[config.mk]
export PLATFORM = sky130hd
export DESIGN_NAME = obs_rom_arbiter
export DESIGN_NICKNAME = d
export VERILOG_FILES = /design/src/rtl/dino_pkg.sv /design/src/rtl/rr_arbiter2.sv /design/src/rtl/obs_rom_arbiter.sv
export SDC_FILE = /design/constraint.sdc
export NUM_CORES = 1
export LEC_CHECK = 0
export ABC_AREA = 1
export CORE_AREA = 8 8 45 47
export CTS_CLUSTER_DIAMETER = 200
export CTS_CLUSTER_SIZE = 12
export DETAILED_ROUTE_END_ITERATION = 6
export DIE_AREA = 0 0 53 55
export GPL_TIMING_DRIVEN = 0
export PLACE_DENSITY = 0.74
export SLEW_MARGIN = 0
export SYNTH_ARGS = -nofsm -noshare
export SYNTH_HDL_FRONTEND = slang
export SYNTH_SLANG_ARGS = --single-unit
export TNS_END_PERCENT = 30
[constraint.sdc]
create_clock -name clk -period 2.2 [get_ports clk]
set_clock_uncertainty 0.2 [all_clocks]
set_input_delay 0.55 -clock clk [delete_from_list [all_inputs] [get_ports clk]]
set_output_delay 0.55 -clock clk [all_outputs]
set_load 0.005 [all_outputs]
[src/rtl/dino_pkg.sv]
// ---------------------------------------------------------------------------
// dino_pkg
// Shared constants and types for the obstacle sprite ROM arbiter.
//   DEF_ADDR_W  : default ROM address width, {obstacle type[2:0], row[2:0]}
//   DEF_ROM_LAT : default ROM read latency in clk cycles (legal 1..2)
//   obs_id_t    : requester identifier (OBS0 = obstacle 1, OBS1 = obstacle 2)
//   tag_t       : one entry of the in-flight read tag pipeline
// ---------------------------------------------------------------------------
package dino_pkg;

  localparam int DEF_ADDR_W  = 6;
  localparam int DEF_ROM_LAT = 1;

  typedef enum logic {
    OBS0 = 1'b0,
    OBS1 = 1'b1
  } obs_id_t;

  typedef struct packed {
    logic    valid;
    obs_id_t id;
  } tag_t;

endpackage

[src/rtl/rr_arbiter2.sv]
// ---------------------------------------------------------------------------
// rr_arbiter2
// Two-requester round-robin arbiter with a registered priority pointer.
//   clk, rst_n : clock, asynchronous active-low reset
//   i_req[1:0] : request per requester
//   i_block    : frame start; suppresses grants and resets the pointer
//   o_gnt[1:0] : one-hot grant, combinational
//   o_ptr      : current priority pointer (requester favoured on a tie)
// ---------------------------------------------------------------------------
module rr_arbiter2
  import dino_pkg::*;
(
  input  logic       clk,
  input  logic       rst_n,
  input  logic [1:0] i_req,
  input  logic       i_block,
  output logic [1:0] o_gnt,
  output obs_id_t    o_ptr
);

  obs_id_t    ptr_q;
  obs_id_t    ptr_d;
  logic [1:0] gnt;

  // Grant path is gated by rst_n itself so nothing is granted while the
  // block is held in reset.
  always_comb begin
    gnt = 2'b00;
    if (rst_n && !i_block) begin
      case (i_req)
        2'b01:   gnt = 2'b01;
        2'b10:   gnt = 2'b10;
        2'b11:   gnt = (ptr_q == OBS1) ? 2'b10 : 2'b01;
        default: gnt = 2'b00;
      endcase
    end
  end

  // A grant is only ever issued to an active request, so any grant is a
  // transfer and the pointer moves to the other requester.
  always_comb begin
    ptr_d = ptr_q;
    if (i_block) begin
      ptr_d = OBS0;
    end else if (gnt[0]) begin
      ptr_d = OBS1;
    end else if (gnt[1]) begin
      ptr_d = OBS0;
    end
  end

  always_ff @(posedge clk or negedge rst_n) begin
    if (!rst_n) begin
      ptr_q <= OBS0;
    end else begin
      ptr_q <= ptr_d;
    end
  end

  assign o_gnt = gnt;
  assign o_ptr = ptr_q;

endmodule

[src/rtl/obs_rom_arbiter.sv]
// ---------------------------------------------------------------------------
// obs_rom_arbiter
// Shares one sprite ROM between two obstacle renderers. Round-robin grant,
// tag pipeline matching the fixed ROM latency, per-requester pixel hold
// registers and a merged obstacle colour output.
//   clk, rst_n        : clock, asynchronous active-low reset
//   i_frame_start     : frame start pulse; blocks grants, squashes in-flight
//                       reads, clears hold registers
//   i_req, i_addr0/1  : read requests and addresses from the two renderers
//   o_gnt             : one-hot grant (combinational)
//   o_rom_en/o_rom_addr : ROM read strobe and address (combinational)
//   i_rom_data        : ROM pixel, valid ROM_LAT cycles after o_rom_en
//   o_rsp_valid/o_rsp_data : per-requester return pulse and pixel
//   o_color_obs       : registered OR of the two hold registers
// ROM_LAT must be 1 or 2.
// ---------------------------------------------------------------------------
module obs_rom_arbiter
  import dino_pkg::*;
#(
  parameter int ADDR_W  = DEF_ADDR_W,
  parameter int ROM_LAT = DEF_ROM_LAT
) (
  input  logic              clk,
  input  logic              rst_n,
  input  logic              i_frame_start,
  input  logic [1:0]        i_req,
  input  logic [ADDR_W-1:0] i_addr0,
  input  logic [ADDR_W-1:0] i_addr1,
  output logic [1:0]        o_gnt,
  output logic              o_rom_en,
  output logic [ADDR_W-1:0] o_rom_addr,
  input  logic              i_rom_data,
  output logic [1:0]        o_rsp_valid,
  output logic              o_rsp_data,
  output logic              o_color_obs
);

  logic [1:0] gnt;
  obs_id_t    ptr_unused;

  tag_t       tag_q [ROM_LAT];
  tag_t       tag_d [ROM_LAT];
  tag_t       tag_out;
  logic       rsp_fire;
  logic [1:0] rsp_valid;
  logic [1:0] hold_q;
  logic [1:0] hold_d;
  logic       color_q;
  logic       color_d;

  rr_arbiter2 u_rr (
    .clk     (clk),
    .rst_n   (rst_n),
    .i_req   (i_req),
    .i_block (i_frame_start),
    .o_gnt   (gnt),
    .o_ptr   (ptr_unused)
  );

  assign o_gnt      = gnt;
  assign o_rom_en   = |gnt;
  assign o_rom_addr = gnt[1] ? i_addr1 : (gnt[0] ? i_addr0 : '0);

  // Tag shift register: stage 0 records this cycle's transfer, the last
  // stage lines up with the ROM data. Frame start wipes every stage.
  always_comb begin
    for (int i = 0; i < ROM_LAT; i++) begin
      tag_d[i] = '0;
    end
    if (!i_frame_start) begin
      tag_d[0].valid = |gnt;
      tag_d[0].id    = gnt[1] ? OBS1 : OBS0;
      for (int i = 1; i < ROM_LAT; i++) begin
        tag_d[i] = tag_q[i-1];
      end
    end
  end

  always_ff @(posedge clk or negedge rst_n) begin
    if (!rst_n) begin
      for (int i = 0; i < ROM_LAT; i++) begin
        tag_q[i] <= '0;
      end
    end else begin
      for (int i = 0; i < ROM_LAT; i++) begin
        tag_q[i] <= tag_d[i];
      end
    end
  end

  // A read landing in the frame-start cycle is squashed too, so a read
  // issued in the previous frame can never leak into the new one.
  assign tag_out   = tag_q[ROM_LAT-1];
  assign rsp_fire  = tag_out.valid && !i_frame_start;
  assign rsp_valid = rsp_fire ? ((tag_out.id == OBS1) ? 2'b10 : 2'b01) : 2'b00;

  assign o_rsp_valid = rsp_valid;
  assign o_rsp_data  = rsp_fire & i_rom_data;

  // Colour is computed from the next hold values so o_color_obs tracks the
  // hold registers directly rather than lagging them by a cycle.
  always_comb begin
    hold_d = hold_q;
    if (i_frame_start) begin
      hold_d = 2'b00;
    end else begin
      if (rsp_valid[0]) hold_d[0] = i_rom_data;
      if (rsp_valid[1]) hold_d[1] = i_rom_data;
    end
    color_d = |hold_d;
  end

  always_ff @(posedge clk or negedge rst_n) begin
    if (!rst_n) begin
      hold_q  <= 2'b00;
      color_q <= 1'b0;
    end else begin
      hold_q  <= hold_d;
      color_q <= color_d;
    end
  end

  assign o_color_obs = color_q;

endmodule

# Word level (Yosys, flattened, before mapping)
# Cells that the tools add are included.
# Widths: inputs -> output; s select.
totals:
  wordCells: 30
  latch_bits: 0
  ram_bits: 0
  mem_bits_ro: 0
  reg_bits: 6
  n_memories: 0
op_classes:
  n_mul: 0
  muxes: 15
  reduce_logical: 6
  div: 0
  order_cmp: 0
  n_eq_ne: 3
  n_shift: 0
  add_sub_neg: 0
  bitwise: 1
ops:
  columns: ["op", "count"]
  rows:
  - ["$mux 2", 6]
  - ["$mux 6", 2]
  - ["$mux 1", 6]
  - ["$pmux 2 s3", 1]
  - ["$eq 2x2->1 const B", 2]
  - ["$reduce_or 2->1", 2]
  - ["$reduce_bool 3->1", 1]
  - ["$eq 2x1->1 const B", 1]
  - ["$logic_and 1x1->1", 2]
  - ["$and 1x1->1", 1]
  - ["$logic_not 1->1", 1]

# Longest topological paths before layout
# Gate-level depths: netlist of the first run.
logic_depth:
  ltp_word: 6
  depth_mapped: 6
  depth_no_buf: 6

# Hierarchy
# A second synthesis of the first run with hierarchy kept.
unflattened:
  cells_unflattened: 60
  area_unflattened_um2: 399.1
modules_own_cells:
  columns: ["module", "n_inst", "cells_per_inst", "seq_area_each_um2", "area_per_inst_um2"]
  rows:
  - ["obs_rom_arbiter", 1, 49, 125.1, 322.8]
  - ["rr_arbiter2", 1, 11, 25.0, 76.3]

# Worst setup path after synthesis of the first run
# Ideal clock, no wire load.
synth_path:
  kind: "input -> output"
  start: "input rst_n"
  end: "output o_rom_addr[0]"
  arrival_ns: 1.021
  path_stages: 6
  required_time_ns: 1.450
  path_slack_ns: 0.429
  cell_sequence: "inv_1 > nor2_4 > nand3_4 > inv_4 > nand2_1 > nand2_1"
synth_via:
  elab_cells_between_ends: 4
  classes_between: "3 x mux; 1 x reduce/logical"
synth_rtl:
  columns: ["element", "line", "source"]
  rows:
  - ["start: declaration", "obs_rom_arbiter.sv:24", "input logic rst_n,"]
  - ["$logic_and 1x1->1", "rr_arbiter2.sv:29", "if (rst_n && !i_block) begin"]
  - ["$mux 2", "rr_arbiter2.sv:29", null]
  - ["named net o_gnt[1]", "obs_rom_arbiter.sv:29", "output logic [1:0] o_gnt,"]
  - ["$mux 6", "obs_rom_arbiter.sv:62", "assign o_rom_addr = gnt[1] ? i_addr1 : (gnt[0] ? i_addr0 : '0);"]
  - ["end: declaration", "obs_rom_arbiter.sv:31", "output logic [ADDR_W-1:0] o_rom_addr,"]
# The timed path passes the listed nets, and every way through them passes these cells.

# Final worst setup path of the first run
layout_path:
  start: "input i_rom_data"
  end: "output o_rsp_data"
layout_via:
  elab_chain_len: 1
layout_lines:
  columns: ["element", "line", "source"]
  rows:
  - ["start: declaration", "obs_rom_arbiter.sv:32", "input logic i_rom_data,"]
  - ["$and 1x1->1", "obs_rom_arbiter.sv:98", "assign o_rsp_data = rsp_fire & i_rom_data;"]
  - ["end: declaration", "obs_rom_arbiter.sv:34", "output logic o_rsp_data,"]
# No other way between the ends.

==> results of run 1 <==
[metrics by stage]
step                hold WS, ns  instances  power [mW]
floorplan                0.0544         59       0.147
global placement          0.320        105       0.205
detailed placement        0.335        105       0.206
CTS                       0.363        112       0.312
global route              0.417        112       0.327
finish                    0.379        112       0.308
[cell type report]
| type | count | area [um2] |
|---|---|---|
| Sequential cell | 6 | 150 |
| Timing Repair Buffer | 34 | 317 |
| Inverter | 14 | 60.1 |
| Clock buffer | 3 | 22.5 |
| Tap cell | 16 | 20.0 |
| Multi-Input combinational cell | 39 | 206 |
| Fill cell | 140 | 608 |
[Yosys cell counts]
master   number  area share, %
dfrtp_1       6             37
inv_1        10            9.3
inv_2         2            1.9
inv_4         2            3.1
nand2_1      28             26
nand3_1       3            3.7
nand3_2       1            2.5
nand3_4       2            8.7
nand4_1       2            3.1
nor2_1        2            1.9
nor2_4        1            2.8
[cell families (layout without fill, tap and decap cells)]
group / count (synthesis) / in the layout / synth area share, %
DFF: 6 / 6 / 37.2
and+or+nand+nor: 39 / 39 / 48.6
buffers and inverters: 14 / 51 / 14.2
[state kept, by name, indices dropped and copies added, names as in the netlist]
name and count:
hold_q 2, o_color_obs 1, u_rr.o_ptr 1, tag_out 2
[metal layers]
layer	routed length (um)	part of all wire [%]	vias to the layer above	GRT usage (%)
li1	-	-	249	-
met1	399	32	194	7.53
met2	620	49	27	14.6
met3	240	19	0	7.22
met4	0	0	0	7.76
met5	0	0	-	0
[worst reg2reg max path, stage by stage (launching register included)]
cell     delay, ns
dfrtp_1       0.38
inv_1         0.07
nand2_2       0.08
nand3_4       0.08
buf_4         0.15
nand3_1       0.06
nand2_1       0.06
[repair_timing]
item | 4_1_cts | 5_1_grt
gates resized for setup | 38 | 8
hold buffers | 1 | 0
setup buffers | 3 | 0
endpoints found under the hold margin | 6 | 0
pin swaps | 4 | 0
endpoints found under the setup margin | 12 | 8
[power breakdown]
| part | leakage [nW] | internal [mW] | switching, mW |
|---|---|---|---|
| sequential | 0.0813 | 0.116 | 0.00482 |
| clock | 0.0138 | 0.0618 | 0.0404 |
| combinational | 0.340 | 0.0500 | 0.0345 |
| total | 0.435 | 0.228 | 0.0797 |
[final timing paths]
| kind | from | endpoint | slack [ns] | cells after the start |
|---|---|---|---|---|
| setup / recovery | i_rom_data | o_rsp_data | 0.02 | 4 |
| hold / removal | hold_q[1] | hold_q[1] | 0.38 | 4 |
| setup reg to reg | u_rr.o_ptr | u_rr.o_ptr | 1.00 | 6 |
| hold reg to reg | hold_q[1] | hold_q[1] | 0.38 | 4 |
| max in group asynchronous | rst_n | tag_out[0] | 1.07 | 2 |
| min in group asynchronous | rst_n | u_rr.o_ptr | 0.50 | 2 |
==> impl_metrics.py, run 1 <==
metrics = {
    "critical_path": {
        "critPathMaxFanout": 2,
        "cp_cell_sequence": "clkdlybuf4s50_1 -> inv_1 -> nor2_1 -> clkdlybuf4s15_1",
        "timing.setup.critical_path_class": "in2out",
        "worst-endpoint-required_ns": 1.45,
        "worstPathArrival_ns": 1.43,
        "cp.buffers_inverters": 3,
        "critPathSlowestCell": "clkdlybuf4s50_1",
        "worstSetupEndpointType": "primary output",
        "cpPeakStageDelay_ns": 0.49,
        "path_delay_family": "buffers and inverters",
        "crit_path_start_kind": "input pin",
    },
    "cts": {
        "cts_num_sinks": 6,
        "cts_tree": "yes",
        "clock-root-buffer": "clkbuf_4",
        "path_clk_slew_ns": 0.04,
        "htree_levels": 1,
        "clock_latency_ns": 0.24,
        "cts.path.max_buffers": 2,
        "cts_buffers": 3,
    },
    "timing": {
        "finalWorstSetupSlack_ns": 0.0248,
        "fin_tns_setup_ns": 0,
        "setup_repair_after_global_routing_missed_its_margin": "yes",
        "finalCriticalPeriod_ns": 2.18,
        "hold_viol_final": 0,
        "timing_worst_slew_pin_value_ns": 0.291,
        "max_freq_mhz": 460,
        "final-max-slew-violation-count": 0,
        "timing.max_slew.rel_slack_pct": 80.5,
        "finalCritPeriodShare_pct": 98.9,
        "final-setup-viol-count": 0,
    },
    "yosys": {
        "avgSynthCellArea_um2": 6.85,
        "ys_warn_count": 0,
        "syn_nets": 77,
        "postSynthRegisterBits": 6,
        "synthDistinctLibCells": 11,
        "synth_seq_area_share_pct": 37.2,
        "syn-cell-area_um2": 404,
        "syn_inst": 59,
    },
    "layout": {
        "postLayoutCellArea_um2": 776,
        "layout.cells.most_common": "nand2_1",
        "insertedDiodeCount": 0,
        "syn2layout_area_growth_pct": 92.0,
        "final_cell_mix": "nand2_1, clkdlybuf4s50_1, inv_1",
        "layout-drive-gt1-share_pct": 28.1,
        "finish.net_count": 116,
        "layout.core_utilization_pct": 56.1,
    },
    "floorplan": {
        "die_area_mm2": 0.00292,
        "die-height_um": 55,
        "ios": 31,
        "core.rowCount": 14,
        "core_area_mm2": 0.00138,
        "die_w_um": 53,
        "initial_utilization_pct": 29.2,
    },
    "grt": {
        "globalRouteOverflowTotal": 0,
        "first_global_vias": 510,
        "grt_first_pass_wirelength_um": 1990,
        "antenna_found_initial": 0,
        "gr-usage-all-layers_pct": 9.27,
        "maximum_number_of_pins_on_one_net_before_global_route_repair": 8,
    },
    "routing": {
        "drt_iter0_markers": 0,
        "drc_errors": 0,
        "postRouteAntennaNets": 0,
        "firstDrtPassIters": 1,
        "route.vias.total": 470,
        "vias_per_cell": 4.20,
        "drt_wl_total_um": 1260,
        "route.detailed.wl_per_inst_um": 11.3,
    },
    "power": {
        "power-per-cell-area_mw_per_mm2": 397,
        "peakVddDrop_v": 0.000174,
        "static-leakage-power_nw": 0.435,
    },
    "placement": {
        "pre_cts_setup_slack_ns": -0.902,
        "gp_routability_congestion": 0.710,
        "hpwl_um": 1020,
        "detailed_place.area_um2": 724,
        "place.port_buffers": 30,
    },
    "status": {
        "status": "completed",
    },
    "min_path": {
        "hp-class": "reg2reg",
    },
    "run": {
        "cap_violations": 0,
    },
}
No activity file was read; power rests on OpenSTA's default activity.
==> run 2: changes to the inputs <==
--- a/config.mk
+++ b/config.mk
@@ -6,15 +6,16 @@
 export NUM_CORES = 1
 export LEC_CHECK = 0
 export ABC_AREA = 1
-export CORE_AREA = 8 8 45 47
+export CORE_MARGIN = 8
+export CORE_UTILIZATION = 28
 export CTS_CLUSTER_DIAMETER = 200
 export CTS_CLUSTER_SIZE = 12
 export DETAILED_ROUTE_END_ITERATION = 6
-export DIE_AREA = 0 0 53 55
 export GPL_TIMING_DRIVEN = 0
-export PLACE_DENSITY = 0.74
+export PLACE_DENSITY = 0.72
 export SLEW_MARGIN = 0
 export SYNTH_ARGS = -nofsm -noshare
 export SYNTH_HDL_FRONTEND = slang
+export SYNTH_HIERARCHICAL = 1
 export SYNTH_SLANG_ARGS = --single-unit
 export TNS_END_PERCENT = 30
==> constraint.sdc (replaced) <==
create_clock -name clk -period 2 [get_ports clk]
set_clock_uncertainty 0.2 [all_clocks]
set_input_delay 0.5 -clock clk [delete_from_list [all_inputs] [get_ports clk]]
set_output_delay 0.5 -clock clk [all_outputs]
set_load 0.005 [all_outputs]
==> run 2 against run 1 <==
Net effect: the run now ends with negative setup slack left; clock-buffer cell count stayed put; worst setup slack worse by 0.11 ns; core utilization is 13 points higher; cell count is 11% higher; flip-flop and latch count stayed put; clock power is 8% higher; largest power group unchanged; highest routed layer is now met4.
==> impl_metrics.py, run 2 <==
metrics = {
    "power": {
        "peakVddDrop_v": 0.000158,
        "power-per-cell-area_mw_per_mm2": 390,
        "static-leakage-power_nw": 0.498,
        "design_power_total_mw": 0.356,
    },
    "layout": {
        "syn2layout_area_growth_pct": 129,
        "post_layout_cell_count": 124,
        "fillerInstances": 121,
        "layout-drive-gt1-share_pct": 45.0,
        "multiInputGateArea_um2": 231,
        "layout.core_utilization_pct": 69.3,
        "insertedDiodeCount": 0,
        "postLayoutCellArea_um2": 913,
        "layout.cells.most_common": "nand2_1",
        "register_area_um2": 151,
        "finish.net_count": 129,
        "final_cell_mix": "nand2_1, clkdlybuf4s50_1, buf_2, buf_6, buf_4",
    },
    "timing": {
        "finalWorstSetupSlack_ns": -0.0883,
        "final-setup-viol-count": 9,
        "final-max-slew-violation-count": 0,
        "max_freq_mhz": 479,
        "setup_repair_after_global_routing_missed_its_margin": "yes",
        "fin_tns_setup_ns": -0.570,
        "finalCritPeriodShare_pct": 104,
        "hold_slack_ns": 0.347,
        "timing_worst_slew_pin_value_ns": 0.296,
        "hold_viol_final": 0,
        "timing.max_slew.rel_slack_pct": 80.2,
        "finalCriticalPeriod_ns": 2.09,
    },
    "grt": {
        "gr-usage-all-layers_pct": 11.5,
        "first_global_vias": 623,
        "maximum_number_of_pins_on_one_net_before_global_route_repair": 9,
        "antenna_found_initial": 0,
        "grt_first_pass_wirelength_um": 2420,
        "globalRouteOverflowTotal": 0,
    },
    "floorplan": {
        "die-height_um": 53.8,
        "ios": 31,
        "core.rowCount": 13,
        "initial_utilization_pct": 30.3,
        "die_w_um": 53.8,
        "die_area_mm2": 0.00289,
        "core_area_mm2": 0.00132,
    },
    "critical_path": {
        "critPathMaxFanout": 6,
        "worstSetupEndpointType": "primary output",
        "worst-endpoint-required_ns": 1.30,
        "crit_path_start_kind": "input pin",
        "timing.setup.critical_path_class": "in2out",
        "worstPathArrival_ns": 1.39,
        "reg2reg_slack_ns": 0.55,
    },
    "yosys": {
        "async_reset_ff_share_pct": 100,
        "netlist.area_leader.share_pct": 37.6,
        "synth-simple-area-share_pct": 45.8,
        "synth.area.top_cells": "dfrtp_1, nand2_1, inv_1",
        "count_of_flip_flops_with_a_built_in_enable_after_synthesis": 0,
        "synth.top_cells.by_count": "nand2_1, inv_1, nand3_1, dfrtp_1, nor2_1",
        "most_numerous_cell_in_the_yosys_netlist": "nand2_1",
        "synth_adder_area_share_pct": 0,
        "yosys.area.top_type": "dfrtp_1",
        "synth_seq_area_share_pct": 37.6,
        "syn-cell-area_um2": 399,
        "syn_inst": 60,
        "ys_warn_count": 6,
        "synth-main-ff-cell": "dfrtp_1",
        "avgSynthCellArea_um2": 6.65,
        "synthDistinctLibCells": 11,
        "synth.area.mux_share_pct": 0,
        "synth_top_family_by_area": "simple AND/OR/NAND/NOR gates",
        "postSynthRegisterBits": 6,
        "share_of_the_synthesized_netlist_area_taken_by_xor_and_xnor_gates_pct": 0,
        "synthesized_area_fraction_occupied_by_ao_oa_aoi_and_oai_cells_pct": 3.45,
        "syn_nets": 78,
    },
    "cts": {
        "clock-root-buffer": "clkbuf_4",
        "clock_latency_ns": 0.24,
        "cts_buffers": 3,
        "htree_levels": 1,
        "cts_tree": "yes",
        "cts_num_sinks": 6,
        "path_clk_slew_ns": 0.04,
        "cts.path.max_buffers": 2,
    },
    "placement": {
        "hpwl_um": 1060,
        "place.port_buffers": 30,
        "detailed_place.area_um2": 718,
        "pre_cts_setup_slack_ns": -1.14,
        "gp_routability_congestion": 0.750,
        "placed_cells": 105,
    },
    "routing": {
        "postRouteAntennaNets": 0,
        "vias_per_cell": 4.65,
        "firstDrtPassIters": 4,
        "drt_wl_total_um": 1600,
        "route.detailed.wl_per_inst_um": 12.9,
        "drt_iter0_markers": 7,
        "route.vias.total": 576,
        "drc_errors": 0,
    },
    "min_path": {
        "hp-class": "in2reg",
    },
    "status": {
        "status": "complete, but fails checks",
        "violated_checks": "negative setup slack",
    },
    "run": {
        "cap_violations": 0,
    },
}
[run 2: logic make-up after synthesis]
logic type             after synthesis
and+or+nand+nor                     38
DFF                                  6
buffers and inverters               14
AOI/OAI and AO/OA                    2
[run 2: final timing paths]
| kind | from | to | cells after the start |
|---|---|---|---|
| max in group asynchronous | rst_n | tag_out[1] | 2 |
| setup reg to reg | u_rr/o_ptr | tag_out[1] | 6 |
| hold / removal | i_frame_start | tag_out[0] | 3 |
| hold reg to reg | hold_q[1] | hold_q[1] | 4 |
| min in group asynchronous | rst_n | tag_out[0] | 2 |
| setup / recovery | i_frame_start | o_rom_addr[0] | 9 |
[run 2: timing repair]
item                                   in CTS  in global routing
pin swaps                                   4                  3
setup buffers                              11                  4
hold buffers                                1                  0
setup endpoints to repair                  13                  8
resized for setup                          65                 15
endpoints found under the hold margin       6                  0
[run 2: routing by layer]
metal,track usage (%),vias up,routed length [um]
met5,0,-,0
met4,8.82,0,35
met3,8.26,4,257
met2,17.8,34,720
met1,10.2,253,583
li1,-,285,-
[run 2: final cells by class]
class	count	area share [%]
flip-flops and latches	6	16.6
repair buffers	46	46.2
multi-input cells	40	25.3
inverters	14	7.40
well taps	15	2.05
clock buffers	3	2.47
[run 2: report_power, final]
part           switching [mW]  total (mW)  internal [mW]
Combinational          0.0466       0.116         0.0697
Sequential            0.00376       0.130          0.126
Clock                  0.0420       0.110         0.0677
[run 2: worst max-delay path, cell delays in order]
cell and delay [ns]:
buf_12 0.11, clkinv_8 0.04, nand3_4 0.07, a21oi_4 0.24
buf_6 0.14, buf_6 0.08, nand2_2 0.03, nand2_1 0.05
buf_2 0.11
